File: src/rtl/tage_pkg.sv
// Shared types and width helpers for the TAGE update path.
package tage_pkg;

  localparam int unsigned TAGE_TABLE_NUM = 4;
  localparam int unsigned TAGE_PC_WIDTH  = 32;

  function automatic int unsigned id_width(input int unsigned n);
    return (n > 1) ? $clog2(n) : 1;
  endfunction

  // Packed width of one queued update: {pc, taken, mispredict, provider_hit, provider_id}.
  function automatic int unsigned req_width(input int unsigned pc_w, input int unsigned n);
    return pc_w + 3 + id_width(n);
  endfunction

  localparam int unsigned TAGE_ID_WIDTH = id_width(TAGE_TABLE_NUM);

  typedef struct packed {
    logic [TAGE_PC_WIDTH-1:0] pc;
    logic                     taken;
    logic                     mispredict;
    logic                     provider_hit;
    logic [TAGE_ID_WIDTH-1:0] provider_id;
  } tage_update_req_t;

endpackage

File: src/rtl/rr_picker.sv
// Rotating-priority first-one picker: searches req_i upward from start_i with wrap-around.
module rr_picker
  import tage_pkg::*;
#(
  parameter int unsigned N = 4,
  localparam int unsigned IdxW = id_width(N)
) (
  input  logic [N-1:0]    req_i,
  input  logic [IdxW-1:0] start_i,
  output logic [N-1:0]    gnt_o,
  output logic            valid_o
);

  always_comb begin
    logic [IdxW-1:0] idx;
    idx     = '0;
    gnt_o   = '0;
    valid_o = 1'b0;
    for (int unsigned k = 0; k < N; k++) begin
      idx = IdxW'((32'(start_i) + k) % N);
      if (!valid_o && req_i[idx]) begin
        gnt_o[idx] = 1'b1;
        valid_o    = 1'b1;
      end
    end
  end

endmodule

File: src/rtl/tage_update_scheduler.sv
// Buffers up to two commit-stage updates per cycle and issues one per cycle to the tagged tables,
// selecting the provider table plus a rotating allocation target on mispredicts.
module tage_update_scheduler
  import tage_pkg::*;
#(
  parameter int unsigned PC_WIDTH       = TAGE_PC_WIDTH,
  parameter int unsigned TABLE_NUM      = TAGE_TABLE_NUM,
  parameter int unsigned FIFO_DEPTH     = 4,
  parameter int unsigned FAIL_CNT_WIDTH = 8,
  localparam int unsigned IdW = id_width(TABLE_NUM)
) (
  input  logic                      clk,
  input  logic                      rst_n,
  input  logic                      flush_i,
  input  logic [1:0]                in_valid_i,
  input  logic [2*PC_WIDTH-1:0]     in_pc_i,
  input  logic [1:0]                in_taken_i,
  input  logic [1:0]                in_mispredict_i,
  input  logic [1:0]                in_provider_hit_i,
  input  logic [2*IdW-1:0]          in_provider_id_i,
  output logic                      in_ready_o,
  output logic [TABLE_NUM-1:0]      update_valid_o,
  output logic [PC_WIDTH:0]         update_instr_info_o,
  output logic [FAIL_CNT_WIDTH-1:0] alloc_fail_cnt_o,
  output logic                      busy_o
);

  localparam int unsigned PtrW = $clog2(FIFO_DEPTH);
  localparam int unsigned CntW = PtrW + 1;
  localparam int unsigned EntW = req_width(PC_WIDTH, TABLE_NUM);

  typedef enum logic [1:0] {StIdle, StIssue, StFlush} state_e;

  state_e                    state_q, state_d;
  logic [PtrW-1:0]           wr_ptr_q, wr_ptr_d, rd_ptr_q, rd_ptr_d, wr1_ptr;
  logic [CntW-1:0]           count_q, count_d;
  logic [IdW-1:0]            alloc_ptr_q, alloc_ptr_d;
  logic [FAIL_CNT_WIDTH-1:0] fail_cnt_q, fail_cnt_d;
  logic [TABLE_NUM-1:0]      upd_valid_q, upd_valid_d;
  logic [PC_WIDTH:0]         info_q, info_d;
  logic [EntW-1:0]           mem_q [FIFO_DEPTH];
  logic [EntW-1:0]           mem_d [FIFO_DEPTH];
  logic [EntW-1:0]           lane_ent [2];

  logic                 acc0, acc1, issue;
  logic [PC_WIDTH-1:0]  head_pc;
  logic                 head_taken, head_misp, head_hit;
  logic [IdW-1:0]       head_id;
  logic [TABLE_NUM-1:0] elig, gnt, mask;
  logic                 pick_valid;

  for (genvar l = 0; l < 2; l++) begin : g_lane
    assign lane_ent[l] = {in_pc_i[l*PC_WIDTH +: PC_WIDTH], in_taken_i[l], in_mispredict_i[l],
                          in_provider_hit_i[l], in_provider_id_i[l*IdW +: IdW]};
  end

  assign {head_pc, head_taken, head_misp, head_hit, head_id} = mem_q[rd_ptr_q];

  // Only tables with longer history than the provider may take a new entry.
  always_comb begin
    elig = '0;
    for (int unsigned i = 0; i < TABLE_NUM; i++) begin
      elig[i] = !head_hit || (i > 32'(head_id));
    end
  end

  rr_picker #(
    .N(TABLE_NUM)
  ) u_alloc_picker (
    .req_i  (elig),
    .start_i(alloc_ptr_q),
    .gnt_o  (gnt),
    .valid_o(pick_valid)
  );

  assign in_ready_o = (CntW'(FIFO_DEPTH) - count_q >= CntW'(2)) && (state_q != StFlush);

  always_comb begin
    acc0        = in_ready_o && in_valid_i[0] && !flush_i;
    acc1        = in_ready_o && in_valid_i[1] && !flush_i;
    issue       = (state_q == StIssue) && (count_q != '0) && !flush_i;
    wr1_ptr     = wr_ptr_q + PtrW'(acc0);
    mem_d       = mem_q;
    alloc_ptr_d = alloc_ptr_q;
    fail_cnt_d  = fail_cnt_q;
    info_d      = info_q;
    upd_valid_d = '0;

    if (acc0) mem_d[wr_ptr_q] = lane_ent[0];
    if (acc1) mem_d[wr1_ptr]  = lane_ent[1];

    mask = '0;
    if (head_hit) mask[head_id] = 1'b1;
    if (head_misp) mask = mask | gnt;

    if (issue) begin
      upd_valid_d = mask;
      if (|mask) info_d = {head_pc, head_taken};
      if (head_misp) begin
        if (pick_valid) begin
          for (int unsigned i = 0; i < TABLE_NUM; i++) begin
            if (gnt[i]) alloc_ptr_d = IdW'((i + 1) % TABLE_NUM);
          end
        end else if (fail_cnt_q != '1) begin
          fail_cnt_d = fail_cnt_q + FAIL_CNT_WIDTH'(1);
        end
      end
    end

    if (flush_i) begin
      wr_ptr_d = '0;
      rd_ptr_d = '0;
      count_d  = '0;
      state_d  = StFlush;
    end else begin
      wr_ptr_d = wr1_ptr + PtrW'(acc1);
      rd_ptr_d = rd_ptr_q + PtrW'(issue);
      count_d  = count_q + CntW'(acc0) + CntW'(acc1) - CntW'(issue);
      state_d  = (count_d != '0) ? StIssue : StIdle;
    end
  end

  always_ff @(posedge clk or negedge rst_n) begin
    if (!rst_n) begin
      state_q     <= StIdle;
      wr_ptr_q    <= '0;
      rd_ptr_q    <= '0;
      count_q     <= '0;
      alloc_ptr_q <= '0;
      fail_cnt_q  <= '0;
      upd_valid_q <= '0;
      info_q      <= '0;
    end else begin
      state_q     <= state_d;
      wr_ptr_q    <= wr_ptr_d;
      rd_ptr_q    <= rd_ptr_d;
      count_q     <= count_d;
      alloc_ptr_q <= alloc_ptr_d;
      fail_cnt_q  <= fail_cnt_d;
      upd_valid_q <= upd_valid_d;
      info_q      <= info_d;
    end
  end

  // Storage needs no reset: pointers and count gate every read.
  always_ff @(posedge clk) begin
    mem_q <= mem_d;
  end

  assign update_valid_o      = upd_valid_q;
  assign update_instr_info_o = info_q;
  assign alloc_fail_cnt_o    = fail_cnt_q;
  assign busy_o              = (count_q != '0) || (|upd_valid_q);

endmodule

File: config.mk
export PLATFORM = sky130hd
export DESIGN_NAME = tage_update_scheduler
export DESIGN_NICKNAME = d
export VERILOG_FILES = /design/src/rtl/tage_pkg.sv /design/src/rtl/rr_picker.sv /design/src/rtl/tage_update_scheduler.sv
export SDC_FILE = /design/constraint.sdc
export NUM_CORES = 1
export LEC_CHECK = 0
export CORE_MARGIN = 3
export CORE_UTILIZATION = 45
export CTS_BUF_LIST = sky130_fd_sc_hd__clkbuf_16
export CTS_CLUSTER_DIAMETER = 150
export DETAILED_ROUTE_END_ITERATION = 6
export GPL_TIMING_DRIVEN = 0
export PLACE_DENSITY = 0.77
export REMOVE_ABC_BUFFERS = 1
export SLEW_MARGIN = 10
export SYNTH_ARGS = -nofsm -noshare
export SYNTH_HDL_FRONTEND = slang
export SYNTH_HIERARCHICAL = 1
export SYNTH_SLANG_ARGS = --single-unit
export TNS_END_PERCENT = 20
File: constraint.sdc
create_clock -name clk -period 4.45 [get_ports clk]
set_clock_uncertainty 0.2 [all_clocks]
set_input_delay 1.335 -clock clk [delete_from_list [all_inputs] [get_ports clk]]
set_output_delay 1.335 -clock clk [all_outputs]
set_load 0.05 [all_outputs]
; After elaboration in Yosys (flattened, before gate mapping)
; Index checks and enable logic that the tools add are counted.
[totals]
register_bits = 204
latch_bits = 0
ram_bits = 0
romBits = 0
inputBits = 79
output_inout_bits = 47
word_cells = 136
memories = 0
[classes]
add_sub_neg = 11
n_mul = 0
n_div = 0
n_lt_le_gt_ge = 19
n_eq_ne = 3
shift = 0
mux = 49
bitwise_logic = 8
reduce_logical = 34
[op_table]
columns = op, n
row1 = $bwmux W148, 2
row2 = $mux W148, 2
row3 = $demux W37 S2, 2
row4 = $mux W37, 4
row5 = $bmux W37 S2, 1
row6 = $mux W4, 7
row7 = $logic_and A1 B1 Y1, 17
row8 = $or A4 B4 Y4, 4
row9 = $lt A2 B3 Y1 const B, 5
row10 = $mux W1, 14
row11 = $mux W2, 7
row12 = $demux W1 S2, 5
row13 = $ge A2 B1 Y1 const B, 5
row14 = $ge A3 B3 Y1 const B, 3
row15 = $not A2 Y3, 3
row16 = $add A8 B1 Y8 const B, 1
row17 = $bmux W1 S2, 4
row18 = $ne A8 B8 Y1 const B, 1
row19 = $reduce_and A4 Y1, 2
row20 = $reduce_or A4 Y1, 2
row21 = $add A2 B1 Y2, 3
row22 = $add A3 B1 Y3, 2
row23 = $lt A3 B1 Y1 const B, 2
row24 = $reduce_bool A3 Y1, 2
row25 = other kinds (15), 24

; Depth between registers and ports, before layout
[depth]
depth_word = 22
ltp_mapped = 16
depth_no_buf = 12

; Modules after synthesis
; The synthesis kept the hierarchy.
[by_module_without_submodules]
columns = module, n_inst, cells_per_inst, area_per_inst_um2, seq_area_each_um2
row1 = tage_update_scheduler, 1, 1103, 10227.3, 4364.2
row2 = rr_picker, 1, 62, 494.2, 0.0

; Worst setup path before layout
; Ideal clock, no wire load.
[synth_timing]
kind = input to register
startpoint = in flush_i
endpoint = reg state_q[0]
setup_ps = 129
arrival_time_ps = 3708
required_time_ps = 4121
slack_ps = 413
cell_stages = 14
path_buffers = 5
path_cell_list = buf_6 -> inv_1 -> and4_1 -> buf_2 -> inv_2 -> buf_6 -> buf_4 -> buf_6 -> ha_1 -> fa_1 -> fa_1 -> xnor2_1 -> xnor2_1 -> a31oi_1
[synth_via]
elab_chain_len = 8
elab_cells_between_ends = 10
cone_classes = 3 x add/sub / 2 x mux / 5 x reduce/logical
[synth_lines]
columns = item, line_no
row1 = "start, declared", tage_update_scheduler.sv:14  ; input logic flush_i,
row2 = $logic_not A1 Y1, "tage_update_scheduler.sv:79, tage_update_scheduler.sv:80, tage_update_scheduler.sv:81"
row3 = $logic_and A1 B1 Y1, tage_update_scheduler.sv:79  ; acc0 = in_ready_o && in_valid_i[0] && !flush_i;
row4 = $add A3 B1 Y3 (2 in a row), tage_update_scheduler.sv:118  ; count_d = count_q + CntW'(acc0) + CntW'(acc1) - CntW'(issue);
row5 = $sub A3 B1 Y3, tage_update_scheduler.sv:118
row6 = $reduce_bool A3 Y1, tage_update_scheduler.sv:119  ; state_d = (count_d != '0) ? StIssue : StIdle;
row7 = $mux W1, tage_update_scheduler.sv:119
row8 = $mux W2 (*), tage_update_scheduler.sv:110  ; if (flush_i) begin
row9 = net state_d[0], tage_update_scheduler.sv:34  ; state_e state_q, state_d;
row10 = "end signal, assigned", tage_update_scheduler.sv:125  ; state_q <= StIdle;
row11 = "end signal, assigned", tage_update_scheduler.sv:134  ; state_q <= state_d;
row12 = "end, declared", tage_update_scheduler.sv:34
; The timed path passes the listed nets; every way through them passes the cells marked *.
; A chain may end at the register's enable or synchronous reset.

; Worst setup path in the final report
[layout_timing]
startpoint = in in_valid_i[0]
endpoint = reg state_q[0]
[layout_via]
elab_chain_len = 8
[layout_lines]
columns = item, line_no
row1 = "start, declared", tage_update_scheduler.sv:15  ; input logic [1:0] in_valid_i,
row2 = $logic_and A1 B1 Y1 (2 in a row), tage_update_scheduler.sv:79
row3 = $add A3 B1 Y3 (2 in a row), tage_update_scheduler.sv:118
row4 = $sub A3 B1 Y3, tage_update_scheduler.sv:118
row5 = $reduce_bool A3 Y1, tage_update_scheduler.sv:119
row6 = $mux W1, tage_update_scheduler.sv:119
row7 = $mux W2, tage_update_scheduler.sv:110
row8 = net state_d[0], tage_update_scheduler.sv:34
; The timed path passes the listed nets, and every way through them passes these cells.

==> results.md <==
- Residual DRC: 0
- WHS: 0.2986 ns
- Root Buffer: clkbuf_16
- Period minus WS final: roughly 4.4 ns
- Most used DFF post-synth: dfxtp_1
- Placed cell areas: 12270 µm²
- Die width: around 160 µm
- Achievable Freq: roughly 0.23 GHz
- Final TNS setup: 0 ns
- Power density of the placed cells: 722.8 nW/µm²
- Synth top area cells: dfxtp_1 (28%), dfrtp_1 (13%), a31oi_1 (8.8%)
- FILL cells: 1968
- WP data required: 4.61 ns
- RSZ-0062 raised after global routing: yes
- Yosys warnings: 6
- TritonRoute pass-1 iters: 6
- Crit-path cells: clkdlybuf4s50_1 > and4_4 > buf_16 > inv_8 > ha_1 > fa_1 > fa_1 > xnor2_1 > xnor2_1 > a31oi_1
- # clock sinks: between 200 and 250
- CP max stage delay: roughly 0.63 ns
- Largest net degree at the start of global routing: 93
- Post-synthesis average cell area: between 9 and 10 µm²
- Worst path slowest cell: clkdlybuf4s50_1
- CTS Buf Count: 22
- Outcome: complete, no violations
- Starting Density: around 47%
- Final Hold Viols: 0
- Async S/R FF share, synth: 27.45%
- Worst VDD drop: 0.4140 mV
- Clk slew on worst S/H paths: 0.06 ns
- Max FO, Critical Path: between 70 and 80
- Synth area leader: dfxtp_1
- Final ANT Viol Nets: 0
- Most frequent cells in the layout: nor3_1 (150), a31oi_1 (150), o21ai_0 (148), dfxtp_1 (148), clkdlybuf4s50_1 (122)
- Max Root-Sink Buffers: 3
- Antenna violations before repair: 1
- CTS tree: done
- Die Height: 160.4 µm
- Final HPWL DP: between 20 and 25 mm
- IO Pins: 126
- Yosys cell types: 56
- # setup viols final: 0
- Multi-input gate area: 5751 µm²
- Port Buf Inserts: 125
- P&R area growth vs syn: 21.51%
- Synth top area share: 27.63%
- Total power draw: 9.417 mW
- H-tree levels: 1
- Drt wl/cell: 24.01 µm
- Vias per cell: 6.924
- Grt ovf: 0
- Synthesized flop and latch total: 204
- Share of post-route cells with drive strength above 1: 13.67%
- Seq/Total Area, Yosys: 40.70%
- Nets: 1308
- Max-cap violations: 0
- Pins over their slew limit: 0
- Die Area: between 20000 and 30000 µm²
- Placed insts: 1493
- Type of the worst setup path: input pin to flop
- Setup crit end kind: flop
- Storage cell area: 4372 µm²
- Starting DRT DRC Count: 1887
- Post-synth EDFFs: 0
- Mapped cell area: between 10000 and 15000 µm²
- WP data arrival: ~4.6 ns
- Max_slew headroom: between 30 and 40%
- Tightest Pin Transition: a little over 0.9 ns
- Hold Buf Count CTS: 0
- ANT cells: 0
- Routability Congestion: 0.8074
- Num rows: 55
- CP Launch Type: input pin
- Final Cycle Share: about 99%
- GRT Util Overall: 27.25%
- LEAKAGE: 4.566 nW
- Vias in the first global route: 10370
- Latest clock arrival within the worst-skew pair: just over 0.5 ns
- Finished Cell Area: around 13000 µm²
- Min-delay worst type: flop to flop
- Syn Inst Count: 1165
- Core area: 23050 µm²
- First-pass GRT wire length: 57.35 mm
- Post-Route WL: roughly 37 mm
- Finished Layout Cells: about 1500
- Total number of vias: 10680
==> through the flow <==
step	worst slack, ns	utilization, %
3_3_place_gp	-7.561	50.88
3_5_place_dp	-1.562	53.20
2_1_floorplan	-3.278	-
5_1_grt	-0.02661	56.51
4_1_cts	0.03936	56.29
6_report	0.02458	56.51
==> area by class of cell <==
cell class | count | share of cell area [%]
flip-flops and latches | 204 | 33.56
multi-input cells | 814 | 44.14
well taps | 313 | 3.006
clock buffers | 23 | 4.418
repair buffers | 156 | 13.83
clock inverters | 17 | 0.5186
inverters | 15 | 0.5282
==> flip-flops by register name (all words and copies together), names as in the netlist <==
register / flops
wr_ptr_q: 2
update_instr_info_o: 33
alloc_fail_cnt_o: 8
alloc_ptr_q: 2
state_q: 2
mem_q: 148
update_valid_o: 4
count_q: 3
rd_ptr_q: 2
==> what timing repair did <==
action | CTS | global route
setup endpoints to repair | 184 | 36
setup buffers | 3 | 2
cloned | 3 | 1
gates resized for setup | 11 | 3
hold endpoints to repair | 0 | 0
pin swaps | 3 | 1
==> synth_stat cells (all sizes together) (5+ instances only) <==
library cell,n
dfxtp,148
xnor2,5
nand3,117
nand4,39
buf,48
mux2i,7
inv,13
ha,14
a31oi,150
nand2,15
xor2,7
nand2b,8
or2,6
o22ai,6
nor3,152
clkbuf,87
dfrtp,56
nor2,23
mux4,38
o21ai,149
mux2,37
==> layer usage <==
| metal | track usage (%) | wire, µm | share of wire [%] | vias to the layer above |
|---|---|---|---|---|
| li1 | - | - | - | 4535 |
| met1 | 36.72 | 13460 | 36 | 5048 |
| met2 | 42.94 | 16830 | 45 | 920 |
| met3 | 5.571 | 5187 | 14 | 172 |
| met4 | 11.36 | 1525 | 4.1 | 2 |
| met5 | 0 | 14 | 0.038 | - |
==> critical path, delay by kind of cell <==
kind / cells / cell delay [ns]
AO/OA/AOI/OAI: 1 / 0.12
XOR/XNOR: 2 / 0.44
adder cells (fa/ha/maj): 3 / 1.19
buffers and inverters: 3 / 1.12
AND/OR/NAND/NOR: 1 / 0.31
==> kinds of logic after synthesis <==
kind of cell / count (synthesis) / synth area share, %
AND/OR/NAND/NOR: 375 / 18.15
adder cells (fa/ha/maj): 16 / 2.007
multiplexers: 82 / 13.61
XOR/XNOR: 12 / 0.9803
AO/OA/AOI/OAI: 326 / 18.05
buffers and inverters: 150 / 6.500
flip-flops: 204 / 40.70
==> worst paths after layout <==
| kind | slack, ns | endpoint | cells past startpoint | startpoint |
|---|---|---|---|---|
| worst max-delay path | 0.02 | state_q[0] | 10 | in_valid_i[0] |
| worst min-delay path | 0.30 | mem_q[112] | 2 | mem_q[112] |
| worst max register to register | 0.08 | state_q[0] | 13 | count_q[1] |
| worst min register to register | 0.30 | mem_q[112] | 2 | mem_q[112] |
| max in group asynchronous | 2.73 | rd_ptr_q[0] | 1 | rst_n |
| min in group asynchronous | 0.72 | update_instr_info_o[0] | 1 | rst_n |
==> power by group <==
group          internal, mW  leakage (nW)  total, mW  switching [mW]
clock                 0.927         0.347       1.68           0.750
combinational          1.75          2.25       4.67            2.92
sequential             2.62          1.97       3.07           0.446
Note: power is estimated with default switching activity, not from simulation.
